## src/rtl/cnt_uart_pkg.sv

```systemverilog
// Shared types and constants for the count-to-UART reporter.
// State enums, ASCII constants and the hex-digit encoder.
package cnt_uart_pkg;

  typedef enum logic [1:0] {
    IDLE,
    DIGIT,
    NEWLINE
  } seq_state_t;

  typedef enum logic [1:0] {
    S_IDLE,
    S_START,
    S_DATA,
    S_STOP
  } ser_state_t;

  localparam logic [7:0] ASCII_ZERO    = 8'h30;
  localparam logic [7:0] ASCII_HEX_OFS = 8'h37;
  localparam logic [7:0] ASCII_LF      = 8'h0A;

  function automatic logic [7:0] hex_ascii(
    input logic [3:0] v
  );
    if (v < 4'd10)
      return ASCII_ZERO + {4'd0, v};
    else
      return ASCII_HEX_OFS + {4'd0, v};
  endfunction

endpackage

```

## src/rtl/uart_tx_byte.sv

```systemverilog
// 8N1 byte serializer, LSB first, CLKS_PER_BIT cycles per bit.
// A start request is honoured in any state so frames can run back to back.
module uart_tx_byte
  import cnt_uart_pkg::*;
#(
  parameter int CLKS_PER_BIT = 16
) (
  input  logic       clk,
  input  logic       rst,
  input  logic       start,
  input  logic [7:0] data,
  output logic       tx,
  output logic       done
);

  localparam int W =
    (CLKS_PER_BIT > 1) ? $clog2(CLKS_PER_BIT) : 1;
  localparam logic [W-1:0] LAST = W'(CLKS_PER_BIT - 1);

  ser_state_t   r_state;
  logic [W-1:0] r_baud;
  logic [2:0]   r_bit;
  logic [7:0]   r_shift;
  logic         r_tx;
  logic         w_tick;

  assign w_tick = (r_baud == LAST);
  assign done   = (r_state == S_STOP) && w_tick;
  assign tx     = r_tx;

  always_ff @(posedge clk) begin
    if (rst) begin
      r_state <= S_IDLE;
      r_baud  <= '0;
      r_bit   <= '0;
      r_shift <= '0;
      r_tx    <= 1'b1;
    end else if (start) begin
      r_state <= S_START;
      r_baud  <= '0;
      r_bit   <= '0;
      r_shift <= data;
      r_tx    <= 1'b0;
    end else begin
      if (r_state != S_IDLE)
        r_baud <= w_tick ? '0 : r_baud + 1'b1;
      unique case (r_state)
        S_IDLE: begin
          r_tx <= 1'b1;
        end
        S_START: begin
          if (w_tick) begin
            r_state <= S_DATA;
            r_tx    <= r_shift[0];
            r_shift <= r_shift >> 1;
          end
        end
        S_DATA: begin
          if (w_tick) begin
            if (r_bit == 3'd7) begin
              r_state <= S_STOP;
              r_tx    <= 1'b1;
            end else begin
              r_bit   <= r_bit + 3'd1;
              r_tx    <= r_shift[0];
              r_shift <= r_shift >> 1;
            end
          end
        end
        S_STOP: begin
          if (w_tick)
            r_state <= S_IDLE;
        end
      endcase
    end
  end

endmodule

```

## src/rtl/cnt_uart_tx.sv

```systemverilog
// Reports each new accumulator count as an ASCII hex digit over UART.
// A one-deep pending slot collapses changes that arrive mid-report.
module cnt_uart_tx
  import cnt_uart_pkg::*;
#(
  parameter int          CLKS_PER_BIT = 16,
  parameter int unsigned SEND_NEWLINE = 1
) (
  input  logic       clk,
  input  logic       rst,
  input  logic [3:0] cnt,
  output logic       tx,
  output logic       busy,
  output logic       overrun
);

  logic [3:0] r_cnt_q;
  logic [3:0] r_slot;
  logic       r_slot_vld;
  logic       r_overrun;
  seq_state_t r_state;

  seq_state_t w_state_nxt;
  logic       w_change;
  logic       w_consume;
  logic       w_start;
  logic [7:0] w_data;
  logic       w_done;
  logic       w_tx;

  assign w_change  = (cnt != r_cnt_q);
  assign w_consume = (r_state == IDLE) && r_slot_vld;

  always_comb begin
    w_state_nxt = r_state;
    w_start     = 1'b0;
    w_data      = ASCII_LF;
    unique case (r_state)
      IDLE: begin
        if (r_slot_vld) begin
          w_start     = 1'b1;
          w_data      = hex_ascii(r_slot);
          w_state_nxt = DIGIT;
        end
      end
      DIGIT: begin
        if (w_done) begin
          if (SEND_NEWLINE != 0) begin
            w_start     = 1'b1;
            w_data      = ASCII_LF;
            w_state_nxt = NEWLINE;
          end else begin
            w_state_nxt = IDLE;
          end
        end
      end
      NEWLINE: begin
        if (w_done)
          w_state_nxt = IDLE;
      end
      default: begin
        w_state_nxt = IDLE;
      end
    endcase
  end

  always_ff @(posedge clk) begin
    if (rst) begin
      r_cnt_q    <= '0;
      r_slot     <= '0;
      r_slot_vld <= 1'b0;
      r_overrun  <= 1'b0;
      r_state    <= IDLE;
    end else begin
      r_cnt_q <= cnt;
      r_state <= w_state_nxt;
      // A load in the same cycle as a consume replaces, not overruns.
      if (w_change) begin
        r_slot     <= cnt;
        r_slot_vld <= 1'b1;
        if (r_slot_vld && !w_consume)
          r_overrun <= 1'b1;
      end else if (w_consume) begin
        r_slot_vld <= 1'b0;
      end
    end
  end

  uart_tx_byte #(
    .CLKS_PER_BIT(CLKS_PER_BIT)
  ) u_ser (
    .clk  (clk),
    .rst  (rst),
    .start(w_start),
    .data (w_data),
    .tx   (w_tx),
    .done (w_done)
  );

  assign tx      = w_tx;
  assign busy    = (r_state != IDLE);
  assign overrun = r_overrun;

endmodule

```

## config.mk

```make
export PLATFORM = sky130hd
export DESIGN_NAME = cnt_uart_tx
export DESIGN_NICKNAME = d
export VERILOG_FILES = /design/src/rtl/cnt_uart_pkg.sv /design/src/rtl/uart_tx_byte.sv /design/src/rtl/cnt_uart_tx.sv
export SDC_FILE = /design/constraint.sdc
export NUM_CORES = 1
export LEC_CHECK = 0
export CORE_MARGIN = 2
export CORE_UTILIZATION = 55
export DETAILED_ROUTE_END_ITERATION = 12
export HOLD_SLACK_MARGIN = 0.06
export MAX_ROUTING_LAYER = met4
export PLACE_DENSITY = 0.75
export SYNTH_ARGS = -nofsm -noshare
export SYNTH_HDL_FRONTEND = slang
export SYNTH_SLANG_ARGS = --single-unit
```

## constraint.sdc

```tcl
create_clock -name clk -period 1.94 [get_ports clk]
set_input_delay 0.485 -clock clk [delete_from_list [all_inputs] [get_ports clk]]
set_output_delay 0.485 -clock clk [all_outputs]
set_load 0.02 [all_outputs]
```

==> metrics, run 1 <==
status=completed; fin nets=189; Post-CTS Setup Inserts=0; WP data required=1450 ps; synthesized net count=173; CTS tree=done; Max Slew Vio Count=0; Setup-failing EPs final=0; IO buf count=8; Vias=1129; WL/cell=13.7 µm; Crit Reg-Reg Startpoint=u_ser.r_baud[0]$_SDFFE_PP0P_; Yosys top cell area share=0.391; worst min path class=reg -> reg; library cells used by synthesis=35; dpl cells=196; multi-input logic area=831 µm²; Ys Warns=0; CTS Buffer Depth=2; DR iter-0 viols=24; CTS HTree Levels=2; CP Launch Type=flip-flop; Clk Latency, worst-skew pair=330 ps; ANT cells=0; Die W=55.9 µm; Via density=5.53; clock skew=3.54 ps; P&R area growth vs syn=13.3%; Fillers=209; HP Start=overrun$_SDFFE_PP0P_; dominant cell type by area after synthesis=dfxtp_1; CP max FO=5; R2R setup slack=200 ps; largest net degree at the start of global routing=18; clock sink count=29; final setup margin=116 ps; Max-slew headroom=0.756; routability cong.=0.747; number of antenna-violating nets in the routed design=0; FF-to-FF End=u_ser.r_shift[0]$_SDFFE_PP0P_; number of global-route vias before repair=1170; TritonCTS buffer count=5; Storage cell area=582 µm²; post-layout min period=1820 ps; Seq cells post-synth=29; RSZ-0062 raised after global routing=false; Max Clk Rate=548 MHz; leakage power=0.689 nW; worst r2r path cells=5; pre-CTS WS=-23.9 ps; max-capacitance violation count=0; die area=3130 µm²; Synth area leaders=dfxtp_1 (39%), mux2i_1 (8.8%), ha_1 (8.4%), xnor2_1 (4.1%), nor2_1 (4.0%); Worst VDD drop=0.000701 V; ys async rst share=0; Hold Fails Final Rpt=0; CTS clock-pin slew for the worst setup and hold paths=90 ps; first drt pass iteration count=4; CP Class=reg -> out; DP Wirelength=2070 µm; Routed WL=2800 µm; non-filler cells in the finished layout=204; first-pass GRT wire length=4990 µm; Root Buffer=clkbuf_4; most numerous cell in the Yosys netlist=dfxtp_1; Post-Synthesis Cell Area=1480 µm²; Main synth FF type=dfxtp_1; Syn Area/Cell=9.45 µm²; critical path capture point type=output pin; hold path endpoint=overrun$_SDFFE_PP0P_; Total GRT Usage=0.214; top cells by instance count after synthesis=dfxtp_1 (29), nor2_1 (16), mux2i_1 (13); pwr dens=827 nW/µm²; starting density of the core=0.588; Gate Count Post-Synth=157; area of the core=2520 µm²; DRC=0; CTS Hold Buffers Added=0; EDFF count, synth=0; register area share after synthesis=0.391; Worst EP arrival=1340 ps; num ports=9; Vert. Die Dim=55.9 µm; Worst Tran Pin Value=364 ps; FP Rows=18; initial antenna violation count=0; Final Cycle Share=0.940; GR Overflow Total=0; share of layout cells above drive strength 1=0.149; Worst Hold Depth=2
-- placed cells by master, fill, tap and decap left out, types with 2 or more instances in the layout --
cell type | netlist | layout
a21oi_1 | 11 | 11
a31o_2 | 2 | 2
nand4_1 | 3 | 3
clkbuf_8 | 0 | 2
buf_4 | 0 | 6
a31oi_1 | 2 | 2
nand3_1 | 2 | 2
o21a_1 | 2 | 2
nand2_1 | 5 | 5
or2_2 | 2 | 2
dfxtp_1 | 29 | 28
clkbuf_4 | 0 | 5
nand2b_1 | 4 | 4
nor2_1 | 16 | 16
o32ai_1 | 2 | 2
o22ai_1 | 4 | 4
inv_1 | 10 | 10
ha_1 | 10 | 10
o21ai_0 | 5 | 5
nor3_1 | 4 | 4
xnor2_1 | 7 | 7
nor2b_1 | 7 | 7
mux2i_1 | 13 | 13
clkdlybuf4s50_1 | 0 | 7
-- how the worst max path moves through the flow --
stage	from	end	slack (ps)	cells past startpoint
2_1_floorplan	u_ser.r_state[1]$_SDFFE_PP0P_	u_ser.r_shift[1]$_SDFFE_PP0P_	180	6
3_3_place_gp	cnt[2]	overrun$_SDFFE_PP0P_	70	5
3_5_place_dp	cnt[2]	overrun$_SDFFE_PP0P_	-20	5
4_1_cts	r_state[1]$_SDFFE_PP0P_	busy	100	2
5_1_grt	r_state[1]$_SDFFE_PP0P_	busy	40	2
6_report	r_state[1]$_SDFFE_PP0P_	busy	120	2
-- registers in the layout, summed over array words and instances, names as in the netlist --
signal and flops:
u_ser.tx 1, overrun 1, r_slot 4, u_ser.r_baud 4, r_state 2, r_slot_vld 1, u_ser.r_shift 7, u_ser.r_state 2
u_ser.r_bit 3, r_cnt_q 4
-- area by class of cell --
cell class	instances	share of cell area
clock inverters	1	0.00298
inverters	10	0.0223
repair buffers	14	0.0737
multi-input cells	113	0.494
flip-flops and latches	29	0.346
clock buffers	7	0.0387
well taps	30	0.0223
-- worst max-delay path, cell delays in order, from the launching register on --
cell	delay [ps]
dfxtp_1	360
or2_2	310
dlygate4sd2_1	330
-- report_power, final --
part / internal, mW / switching, mW / leakage, nW
sequential: 0.637 / 0.0305 / 0.239
clock: 0.210 / 0.210 / 0.0413
combinational: 0.146 / 0.158 / 0.409
total: 0.993 / 0.398 / 0.689
-- metrics by stage --
stage	setup TNS [ps]	hold WS, ps	power [mW]	instance area, µm²	utilization
3_5_place_dp	-25.3	465	0.985	1610	0.639
3_3_place_gp	0	457	0.969	1610	0.639
5_1_grt	0	518	1.48	1680	0.667
6_report	0	479	1.39	1680	0.667
2_1_floorplan	0	452	0.896	1480	-
4_1_cts	0	486	1.41	1680	0.666
-- kinds of logic (layout without fill, tap and decap cells) --
logic type      after synthesis  count (layout)  share of synthesized area
fa+ha+maj                    10              10                     0.0843
simple gates                 50              50                      0.183
buf+inv                      15              32                     0.0489
xor+xnor                      7               7                     0.0413
flops                        29              29                      0.391
mux                          13              13                     0.0877
compound gates               33              33                      0.164
-- per-layer routing --
layer / wire length [µm] / vias to the layer above / global-route usage
met3: 81 / 4 / 0.0767
li1: - / 586 / -
met4: 44 / 0 / 0.0918
met5: 0 / - / -
met2: 1350 / 10 / 0.338
met1: 1330 / 529 / 0.246
-- repair_timing --
item,4_1_cts,5_1_grt
pin swaps,0,0
gates resized for setup,1,1
setup endpoints to repair,1,1
No activity file was read; power rests on OpenSTA's default activity.
==> run 2: changes to the inputs <==
- CORE_ASPECT_RATIO: not set -> 2
==> run 2 against run 1 <==
  * Non-clock buffer count is 1 higher
  * Clock skew grew 1.4 ps
  * Hold slack better by 7.0 ps
  * Critical path type is now reg -> reg
  * Total power is 3.8% higher
  * Wire length increased by 0.54%
  * Design area up 1.2%
  * First-iteration DRC count increased by 21%
  * Combinational power decreased by 2%
==> metrics, run 2 (synthesis gave the netlist of run 1 again) <==
largest net degree at the start of global routing=19; fin nets=190; CTS tree=done; CP Launch Type=flip-flop; CP max FO=11; routability cong.=0.825; leakage power=0.694 nW; ANT cells=0; CP Class=reg -> reg; first-pass GRT wire length=4810 µm; Via density=5.58; GR Overflow Total=0; die area=3150 µm²; initial antenna violation count=0; number of global-route vias before repair=1136; Max-slew headroom=0.765; CTS Buffer Depth=2; IO buf count=8; number of antenna-violating nets in the routed design=0; share of layout cells above drive strength 1=0.149; Die W=40.7 µm; final setup TNS=0 ps; worst min path class=reg -> reg; Slowest-stage cell, CP=a41oi_4; Worst VDD drop=0.000809 V; Vias=1132; Final Cycle Share=0.934; max FFs per register=7; Worst EP arrival=2020 ps; starting density of the core=0.577; Crit Reg-Reg Startpoint=u_ser.r_baud[0]$_SDFFE_PP0P_; critical path capture point type=flip-flop; most frequent cells in the layout=dfxtp_1 (29), nor2_1 (16), mux2i_1 (13); max-capacitance violation count=0; RSZ-0062 raised after global routing=false; status=completed; largest reg by FF count=u_ser.r_shift; pwr dens=848 nW/µm²; CTS clock-pin slew for the worst setup and hold paths=60 ps; DP Wirelength=2170 µm; clock sink count=29; Hold Fails Final Rpt=0; Routed WL=2820 µm; Worst Tran Pin Value=351 ps; Fillers=226; TritonCTS buffer count=5; post-layout min period=1810 ps; first drt pass iteration count=4; Max Clk Rate=552 MHz; area of the core=2570 µm²; Setup crit end=u_ser.r_state[1]$_SDFFE_PP0P_; Clk Latency, worst-skew pair=280 ps; WP data required=2140 ps; Pwr Total=1.44 mW; Largest stage delay, worst path=380 ps; WL/cell=13.9 µm; P&R area growth vs syn=14.7%; Total GRT Usage=0.226; R2R setup slack=130 ps; FF-to-FF End=u_ser.r_state[1]$_SDFFE_PP0P_; Vert. Die Dim=77.5 µm; CP Cell Sequence=ha_1, and3_4, a41oi_4, nand2b_2, nor3_2; worst setup path startpoint=u_ser.r_baud[0]$_SDFFE_PP0P_; worst r2r path cells=5; Root Buffer=clkbuf_8; num ports=9; CTS HTree Levels=2; Max Slew Vio Count=0; DRC=0; commonest non-fill, non-tap cell in the layout=dfxtp_1; FP Rows=26; clock skew=4.91 ps; Setup-failing EPs final=0; DR iter-0 viols=29
==> run 2: how the worst min path moves through the flow <==
stage	from	end	depth (start not counted)
floorplan	u_ser.r_shift[6]$_SDFFE_PP0P_	u_ser.r_shift[6]$_SDFFE_PP0P_	2
global placement	overrun$_SDFFE_PP0P_	overrun$_SDFFE_PP0P_	2
detailed placement	u_ser.r_shift[6]$_SDFFE_PP0P_	u_ser.r_shift[6]$_SDFFE_PP0P_	2
CTS	u_ser.r_shift[6]$_SDFFE_PP0P_	u_ser.r_shift[6]$_SDFFE_PP0P_	2
global route	u_ser.r_shift[6]$_SDFFE_PP0P_	u_ser.r_shift[6]$_SDFFE_PP0P_	2
finish	u_ser.r_shift[6]$_SDFFE_PP0P_	u_ser.r_shift[6]$_SDFFE_PP0P_	2
==> run 2: stage by stage <==
step / instances / util / instance area [µm²] / hold WS, ps / setup slack [ps]
after detailed placement: 195 / 0.629 / 1620 / 481 / 115
after global routing: 203 / 0.662 / 1700 / 521 / 1.52
after floorplan: 157 / - / 1480 / 452 / 179
after global placement: 195 / 0.629 / 1620 / 455 / 123
final: 203 / 0.662 / 1700 / 486 / 128
after CTS: 203 / 0.662 / 1700 / 490 / 99.0
==> run 2: where the power goes <==
group          internal [mW]  switching, mW  total (mW)
clock network          0.246          0.229       0.475
logic                  0.145          0.152       0.297
registers              0.638         0.0339       0.672
==> run 2: final cells by class <==
type	count	area [µm²]	share of cell area
clock buffers	5	68.8	0.0404
well taps	28	35.0	0.0206
clock inverters	3	17.5	0.0103
repair buffers	15	131	0.0772
flip-flops and latches	29	581	0.341
inverters	10	37.5	0.0221
multi-input cells	113	831	0.488
==> run 2: what timing repair did <==
action / CTS / global route
hold buffers: 0 / 0
resized for setup: 1 / 0
endpoints found under the setup margin: 1 / 0
setup buffers: 0 / 0
==> run 2: per-layer routing <==
layer / routed length (µm) / global-route usage
met1: 1020 / 0.210
met2: 1670 / 0.386
met3: 61 / 0.0600
met4: 72 / 0.117
met5: 0 / -
==> run 2: worst max-delay path, delay by kind of cell (launching register included) <==
kind                       cells  cell delay (ps)
DFF                            1              340
AOI/OAI and AO/OA              1              380
and+or+nand+nor                3              740
adders and majority gates      1              270
==> run 3: changes to the inputs <==
- SKIP_LAST_GASP: not set -> 1
==> results of run 3 <==
Final layout, timing and power as in run 2 (identical DEF).
